<file path="src/rtl/clk_div_pkg.sv">
// -----------------------------------------------------------------------------
// clk_div_pkg
//   Shared definitions for the programmable clock divider.
//   - clk_div_state_e : controller state (STOP, RUN, PEND, DRAIN)
//   - MIN_DIV         : smallest legal division ratio
//   - HALF_W          : working width of half_hi(); ratio fields up to 16 bits
//   - half_hi(n)      : number of clk cycles the posedge-phase output is high
//                       in an n-cycle period, (n+1)/2
//   Optional feature macro used by the importing files: CLKDIV_GATE_EN.
// -----------------------------------------------------------------------------
package clk_div_pkg;

  typedef enum logic [1:0] {
    STOP  = 2'd0,
    RUN   = 2'd1,
    PEND  = 2'd2,
    DRAIN = 2'd3
  } clk_div_state_e;

  localparam int MIN_DIV = 2;
  localparam int HALF_W  = 16;

  function automatic logic [HALF_W:0] half_hi(input logic [HALF_W-1:0] n);
    return ({1'b0, n} + {{HALF_W{1'b0}}, 1'b1}) >> 1;
  endfunction

endpackage

</file>
<file path="src/rtl/clk_div_core.sv">
// -----------------------------------------------------------------------------
// clk_div_core
//   Period counter and waveform generator for the clock divider.
//   The posedge register clk_p is high for the first (N+1)/2 cycles of a
//   period; clk_n is clk_p retimed on the falling edge.  Even ratios use clk_p
//   directly, odd ratios use clk_p & clk_n, which trims half a cycle off the
//   high phase and gives 50% duty.
//   Ports:
//     clk, rst_n  : source clock, asynchronous active-low reset
//     run         : 1 = count / generate in the coming cycle, 0 = hold idle
//     load        : a new ratio is applied at this edge (period restarts)
//     div         : ratio in force (cur_div of the controller)
//     new_div     : ratio being loaded, used when load is high
//     boundary    : high during the last cycle of a period
//     div_clk     : divided clock
//   DIV_W must not exceed clk_div_pkg::HALF_W.
// -----------------------------------------------------------------------------
module clk_div_core import clk_div_pkg::*; #(
  parameter int DIV_W = 4
) (
  input  logic             clk,
  input  logic             rst_n,
  input  logic             run,
  input  logic             load,
  input  logic [DIV_W-1:0] div,
  input  logic [DIV_W-1:0] new_div,
  output logic             boundary,
  output logic             div_clk
);

  localparam int CW = HALF_W + 1;

  logic [DIV_W-1:0] cnt_q, cnt_d, nxt_div;
  logic             running_q;
  logic             clk_p_q, clk_p_d;
  logic             clk_n_q;

  // running_q distinguishes "idle with cnt at 0" from "active at cnt 0", so
  // the first edge after reset or after a restart opens a fresh period.
  assign boundary = running_q && (cnt_q == div - DIV_W'(1));

  always_comb begin
    nxt_div = load ? new_div : div;
    cnt_d   = cnt_q + DIV_W'(1);
    if (!running_q || boundary || load) begin
      cnt_d = '0;
    end
    // clk_p follows the count it is about to hold, so it rises on the same
    // edge that starts a period.
    clk_p_d = (CW'(cnt_d) < half_hi(HALF_W'(nxt_div)));
    if (!run) begin
      cnt_d   = '0;
      clk_p_d = 1'b0;
    end
  end

  always_ff @(posedge clk or negedge rst_n) begin
    if (!rst_n) begin
      cnt_q     <= '0;
      running_q <= 1'b0;
      clk_p_q   <= 1'b0;
    end else begin
      cnt_q     <= cnt_d;
      running_q <= run;
      clk_p_q   <= clk_p_d;
    end
  end

  always_ff @(negedge clk or negedge rst_n) begin
    if (!rst_n) begin
      clk_n_q <= 1'b0;
    end else begin
      clk_n_q <= clk_p_q;
    end
  end

  // Ratio changes only at a period start, when both clk_p and clk_n are low,
  // so switching the mux there cannot produce a glitch.
  assign div_clk = div[0] ? (clk_p_q & clk_n_q) : clk_p_q;

endmodule

</file>
<file path="src/rtl/clk_div_ctrl.sv">
// -----------------------------------------------------------------------------
// clk_div_ctrl
//   Run-time programmable integer clock divider with glitch-free ratio
//   switching.  Holds the controller FSM, the config handshake and the active
//   ratio; the counter and waveform live in clk_div_core.
//   Parameters: DIV_W (ratio width, legal N = 2 .. 2**DIV_W-1, DIV_W <= 16),
//               DEF_DIV (ratio after reset).
//   Ports:
//     clk, rst_n   : source clock, asynchronous active-low reset
//     cfg_req      : ratio change request
//     cfg_div      : requested ratio
//     cfg_ack      : one-cycle completion pulse
//     cfg_err      : with cfg_ack, 1 = request rejected (ratio < 2)
//     cur_div      : active ratio
//     period_tick  : high in the last clk cycle of every period
//     div_clk      : divided clock
//     en           : run enable, only when CLKDIV_GATE_EN is defined
//   Macro CLKDIV_GATE_EN adds the en port and the STOP/DRAIN gating; without
//   it the divider runs from reset and STOP/DRAIN are never entered.
//
//   Handshake: the requester raises cfg_req with cfg_div and holds both
//   stable until it sees cfg_ack; it then drops cfg_req.  The controller
//   accepts cfg_req only in a cycle where cfg_ack is low, answers every
//   accepted request with exactly one cfg_ack pulse (cfg_err alongside) and
//   never acknowledges a request that was cut off by reset.
// -----------------------------------------------------------------------------
module clk_div_ctrl import clk_div_pkg::*; #(
  parameter int DIV_W   = 4,
  parameter int DEF_DIV = 5
) (
  input  logic             clk,
  input  logic             rst_n,
  input  logic             cfg_req,
  input  logic [DIV_W-1:0] cfg_div,
  output logic             cfg_ack,
  output logic             cfg_err,
  output logic [DIV_W-1:0] cur_div,
  output logic             period_tick,
  output logic             div_clk
`ifdef CLKDIV_GATE_EN
  ,
  input  logic             en
`endif
);

  clk_div_state_e   state_q, state_d;
  logic [DIV_W-1:0] cur_div_q;
  logic             ack_q, err_q;
  logic             ack_d, err_d;
  logic             load, run, boundary;
  logic             accept, legal, en_i;

`ifdef CLKDIV_GATE_EN
  localparam clk_div_state_e RST_STATE = STOP;
  assign en_i = en;
`else
  localparam clk_div_state_e RST_STATE = RUN;
  assign en_i = 1'b1;
`endif

  assign accept = cfg_req && !ack_q;
  assign legal  = (cfg_div >= DIV_W'(MIN_DIV));

  always_comb begin
    state_d = state_q;
    ack_d   = 1'b0;
    err_d   = 1'b0;
    load    = 1'b0;
    case (state_q)
      RUN: begin
        if (accept && !legal) begin
          ack_d = 1'b1;
          err_d = 1'b1;
        end else if (accept && boundary) begin
          // Request lands on the last cycle of a period: apply right away.
          load  = 1'b1;
          ack_d = 1'b1;
        end else if (accept) begin
          state_d = PEND;
        end else if (!en_i) begin
          state_d = boundary ? STOP : DRAIN;
        end
      end
      PEND: begin
        // en is not looked at here: the pending request completes first.
        if (boundary) begin
          load    = 1'b1;
          ack_d   = 1'b1;
          state_d = RUN;
        end
      end
      DRAIN: begin
        if (en_i) begin
          state_d = RUN;
        end else if (boundary) begin
          state_d = STOP;
        end
      end
      STOP: begin
        if (accept) begin
          ack_d = 1'b1;
          if (legal) begin
            load = 1'b1;
          end else begin
            err_d = 1'b1;
          end
        end
        if (en_i) begin
          state_d = RUN;
        end
      end
      default: state_d = RST_STATE;
    endcase
  end

  // The core looks at the state being entered, so the edge that moves into
  // STOP already parks the counter instead of opening another period.
  assign run = (state_d != STOP);

  always_ff @(posedge clk or negedge rst_n) begin
    if (!rst_n) begin
      state_q   <= RST_STATE;
      cur_div_q <= DIV_W'(DEF_DIV);
      ack_q     <= 1'b0;
      err_q     <= 1'b0;
    end else begin
      state_q <= state_d;
      ack_q   <= ack_d;
      err_q   <= err_d;
      if (load) begin
        cur_div_q <= cfg_div;
      end
    end
  end

  clk_div_core #(
    .DIV_W (DIV_W)
  ) u_core (
    .clk      (clk),
    .rst_n    (rst_n),
    .run      (run),
    .load     (load),
    .div      (cur_div_q),
    .new_div  (cfg_div),
    .boundary (boundary),
    .div_clk  (div_clk)
  );

  assign cfg_ack     = ack_q;
  assign cfg_err     = err_q;
  assign cur_div     = cur_div_q;
  assign period_tick = boundary;

  // cfg_div must not move while a request is outstanding.
  cfg_div_stable_a: assert property (
    @(posedge clk) disable iff (!rst_n)
    (cfg_req && $past(cfg_req) && !$past(cfg_ack)) |-> (cfg_div == $past(cfg_div))
  );

endmodule

</file>
<file path="config.mk">
export PLATFORM = sky130hd
export DESIGN_NAME = clk_div_ctrl
export DESIGN_NICKNAME = d
export VERILOG_FILES = /design/src/rtl/clk_div_pkg.sv /design/src/rtl/clk_div_core.sv /design/src/rtl/clk_div_ctrl.sv
export SDC_FILE = /design/constraint.sdc
export NUM_CORES = 1
export LEC_CHECK = 0
export ABC_AREA = 0
export CAP_MARGIN = 20
export CORE_MARGIN = 8
export CORE_UTILIZATION = 49
export CTS_BUF_LIST = sky130_fd_sc_hd__clkbuf_16
export CTS_CLUSTER_SIZE = 12
export DETAILED_ROUTE_END_ITERATION = 12
export PLACE_DENSITY = 0.75
export RECOVER_POWER = 50
export SYNTH_ARGS = -nofsm -noshare
export SYNTH_HDL_FRONTEND = slang
export SYNTH_SLANG_ARGS = --single-unit
</file>
<file path="constraint.sdc">
create_clock -name clk -period 3.1 [get_ports clk]
set_input_delay 0.93 -clock clk [delete_from_list [all_inputs] [get_ports clk]]
set_output_delay 0.93 -clock clk [all_outputs]
set_load 0.005 [all_outputs]
</file>
==> results_dict.tcl <==
set metrics [dict create \
    pin_count 15 \
    pin_count_of_the_biggest_net_entering_global_routing 15 \
    worstMarginPinSlew_ps 809 \
    critical_path_required_ps 2170 \
    globalplace.congestion 0.908 \
    ir_worst_vdd_mv 0.748 \
    mappedNetlistArea_um2 1120 \
    synthCells 115 \
    failed_checks "negative setup slack" \
    drive_gt1_share_pct 38.8 \
    global_route.usage.met1_pct 19.1 \
    finalHoldViolations 0 \
    run_status "complete, but fails checks" \
    critPathLaunchType "flop" \
    final_layout_setup_total_negative_slack_ps -432 \
    n_antenna_cell 0 \
    worst_slack_ps -277 \
    final-seq-area_um2 379 \
    drtIter0Drc 35 \
    area_delta_synth_final_pct 51.9 \
    routedWlPerCell_um 17.6 \
    yosysSeqAreaShare_pct 33.7 \
    antenna_found_initial 0 \
    synth_edf_count 0 \
    timing.max_cap.violations 0 \
    numCtsBuffers 3 \
    synth_top_area_share_pct 24.5 \
    critPathKind "flop to output pin" \
    std_cell_rows 17 \
    cts.path.max_buffers 2 \
    fp.dieW_um 63.9 \
    globalRoute.busiestLayer "met2" \
    final.fill_count 137 \
    vias_per_cell 5.75 \
    finalMaxSlewViolations 0 \
    timing.hold.worst.class "flop to flop" \
    setup_violations 2 \
    ctsHtreeMaxLevel 1 \
    timing.critical_path.arrival_ps 2450 \
    clock_tree_root_driver_cell "clkbuf_16" \
    tritoncts "built" \
    critical_path.max_fanout 1 \
    via_count 1081 \
    floorplan.core_area_um2 2190 \
    grt.total_usage_pct 16.4 \
    synth_warnings 0 \
    initial_utilization_pct 51.3 \
    post_route_clock_skew_ps 28.1 \
    final_hold_slack_ps 543 \
    globalRouteMet2Util_pct 28.4 \
    place_hpwl_mm 2.35 \
    die_area_um2 4080 \
    design.final.nets 178 \
    hold_buffers 0 \
    clock_network_latency_to_the_later_pin_of_the_worst_skew_pair_ps 280 \
    via_count_of_the_first_global_routing_pass 1116 \
    grtUsageMet3_pct 3.83 \
    grt_setup_unrepaired "true" \
    syn_avg_cell_area_um2 9.78 \
    die_height_um 63.9 \
    cellLeakagePower_uw 0.000779 \
    cts.sinks 15 \
    mappedNetlistNets 132 \
    synth_largest_area_cell "dfrtp_1" \
    commonest_register_cell_after_synthesis "dfrtp_1" \
    grt_remaining_overflow 0 \
    synth_async_sr_flop_share_pct 100 \
    io_buffer_count 14 \
    synth_area_leaders "dfrtp_1, ha_1, dfstp_2, xnor2_1, o21ai_0" \
    drc 0 \
    grt_first_pass_wirelength_mm 5.40 \
    path_clk_slew_ps 50 \
    maxSlewHeadroom_pct 46.1 \
    drt.antenna.violating_nets 0 \
    design_area_um2 1710 \
    number_of_unique_standard_cell_types_used_by_synthesis 43 \
    drt-total-wl_mm 3.31 \
    postPlaceCellArea_um2 1530 \
    ys_seq_elements 15 \
    power.density_cell_area_nw_per_um2 1230 \
    area_used_by_multi_input_combinational_logic_um2 856 \
    first_pass_iters 4 \
    timing.critical_path.to_type "output pin" \
]
[placed cells by master, fill, tap and decap left out, types with 3 or more instances in the layout]
cell             instances
buf_4                   25
dfrtp_1                 11
inv_1                    9
nor2_1                   8
ha_1                     8
clkdlybuf4s50_1          7
xnor2_1                  5
nor3_1                   5
nand2_1                  5
o21ai_0                  4
xor2_1                   3
nand3_1                  3
clkbuf_16                3
dfstp_2                  3
clkdlybuf4s15_1          3
[metal layers]
metal	up-vias	share of wire (%)	wire length [um]
met1	551	43	1410
li1	500	-	-
met5	-	0	0
met2	24	51	1690
met4	0	1.5	49
met3	6	4.7	156
[cells in the mapped netlist (4+ instances only)]
| cell | instances |
|---|---|
| dfrtp_1 | 11 |
| ha_1 | 10 |
| inv_1 | 9 |
| nor2_1 | 9 |
| o21ai_0 | 7 |
| nand2_1 | 6 |
| nor3_1 | 6 |
| nand3_1 | 5 |
| xnor2_1 | 5 |
| nand2b_1 | 4 |
| xor2_1 | 4 |
[logic make-up after synthesis]
family,Yosys count,synth area share [%]
adders and majority gates,10,11.1
DFF,15,33.7
and+or+nand+nor,43,23.0
buffers and inverters,9,3.00
AOI/OAI and AO/OA,25,16.5
xor gates and xnor gates,10,9.12
muxes,3,3.56
[through the flow]
stage / total power (uW) / worst slack (ps) / std cells / util, %
finish: 2090 / -277 / 188 / 78.0
global route: 2220 / -282 / 188 / 78.0
CTS: 2040 / -271 / 188 / 77.6
detailed placement: 1620 / -665 / 179 / 69.7
global placement: 1560 / -525 / 179 / 69.7
floorplan: 1160 / -2.32 / 115 / -
[what timing repair did]
| action | in CTS | in global routing |
|---|---|---|
| buffers inserted | 5 | 0 |
| pin swaps | 17 | 3 |
| endpoints found under the setup margin | 3 | 2 |
| resized for setup | 27 | 3 |
[cell type report]
cell class / instances / share of cell area, %
clock buffers: 3 / 4.39
flip-flops and latches: 15 / 22.2
multi-input cells: 91 / 50.1
inverters: 9 / 2.12
well taps: 28 / 2.05
repair buffers: 41 / 19.0
clock inverters: 1 / 0.220
[critical path: stages, from the launching register on]
cell     delay (ps)
dfrtn_1         330
o21a_1          170
buf_2           120
[sequential cells by signal, indices dropped and copies added (netlist names)]
register / cells
cfg_ack: 1
cfg_err: 1
cur_div: 4
state_q: 2
u_core.clk_n_q: 1
u_core.cnt_q: 4
u_core.clk_p_q: 1
u_core.running_q: 1
[worst paths after layout]
check / start / to / slack (ps) / cells after the start
worst max-delay path: u_core.clk_n_q / div_clk / -280 / 2
worst min-delay path: u_core.cnt_q[0] / u_core.cnt_q[0] / 540 / 1
worst max register to register: cur_div[0] / u_core.clk_p_q / -150 / 15
worst min register to register: u_core.cnt_q[0] / u_core.cnt_q[0] / 540 / 1
max in group asynchronous: rst_n / u_core.clk_n_q / 580 / 1
min in group asynchronous: rst_n / cfg_ack / 1390 / 2
[power breakdown]
part / internal (uW) / leakage [uW] / switching (uW)
Clock: 171 / 0.0000423 / 83.7
Sequential: 294 / 0.000186 / 83.0
Combinational: 729 / 0.000551 / 733
No activity file was read; power rests on OpenSTA's default activity.
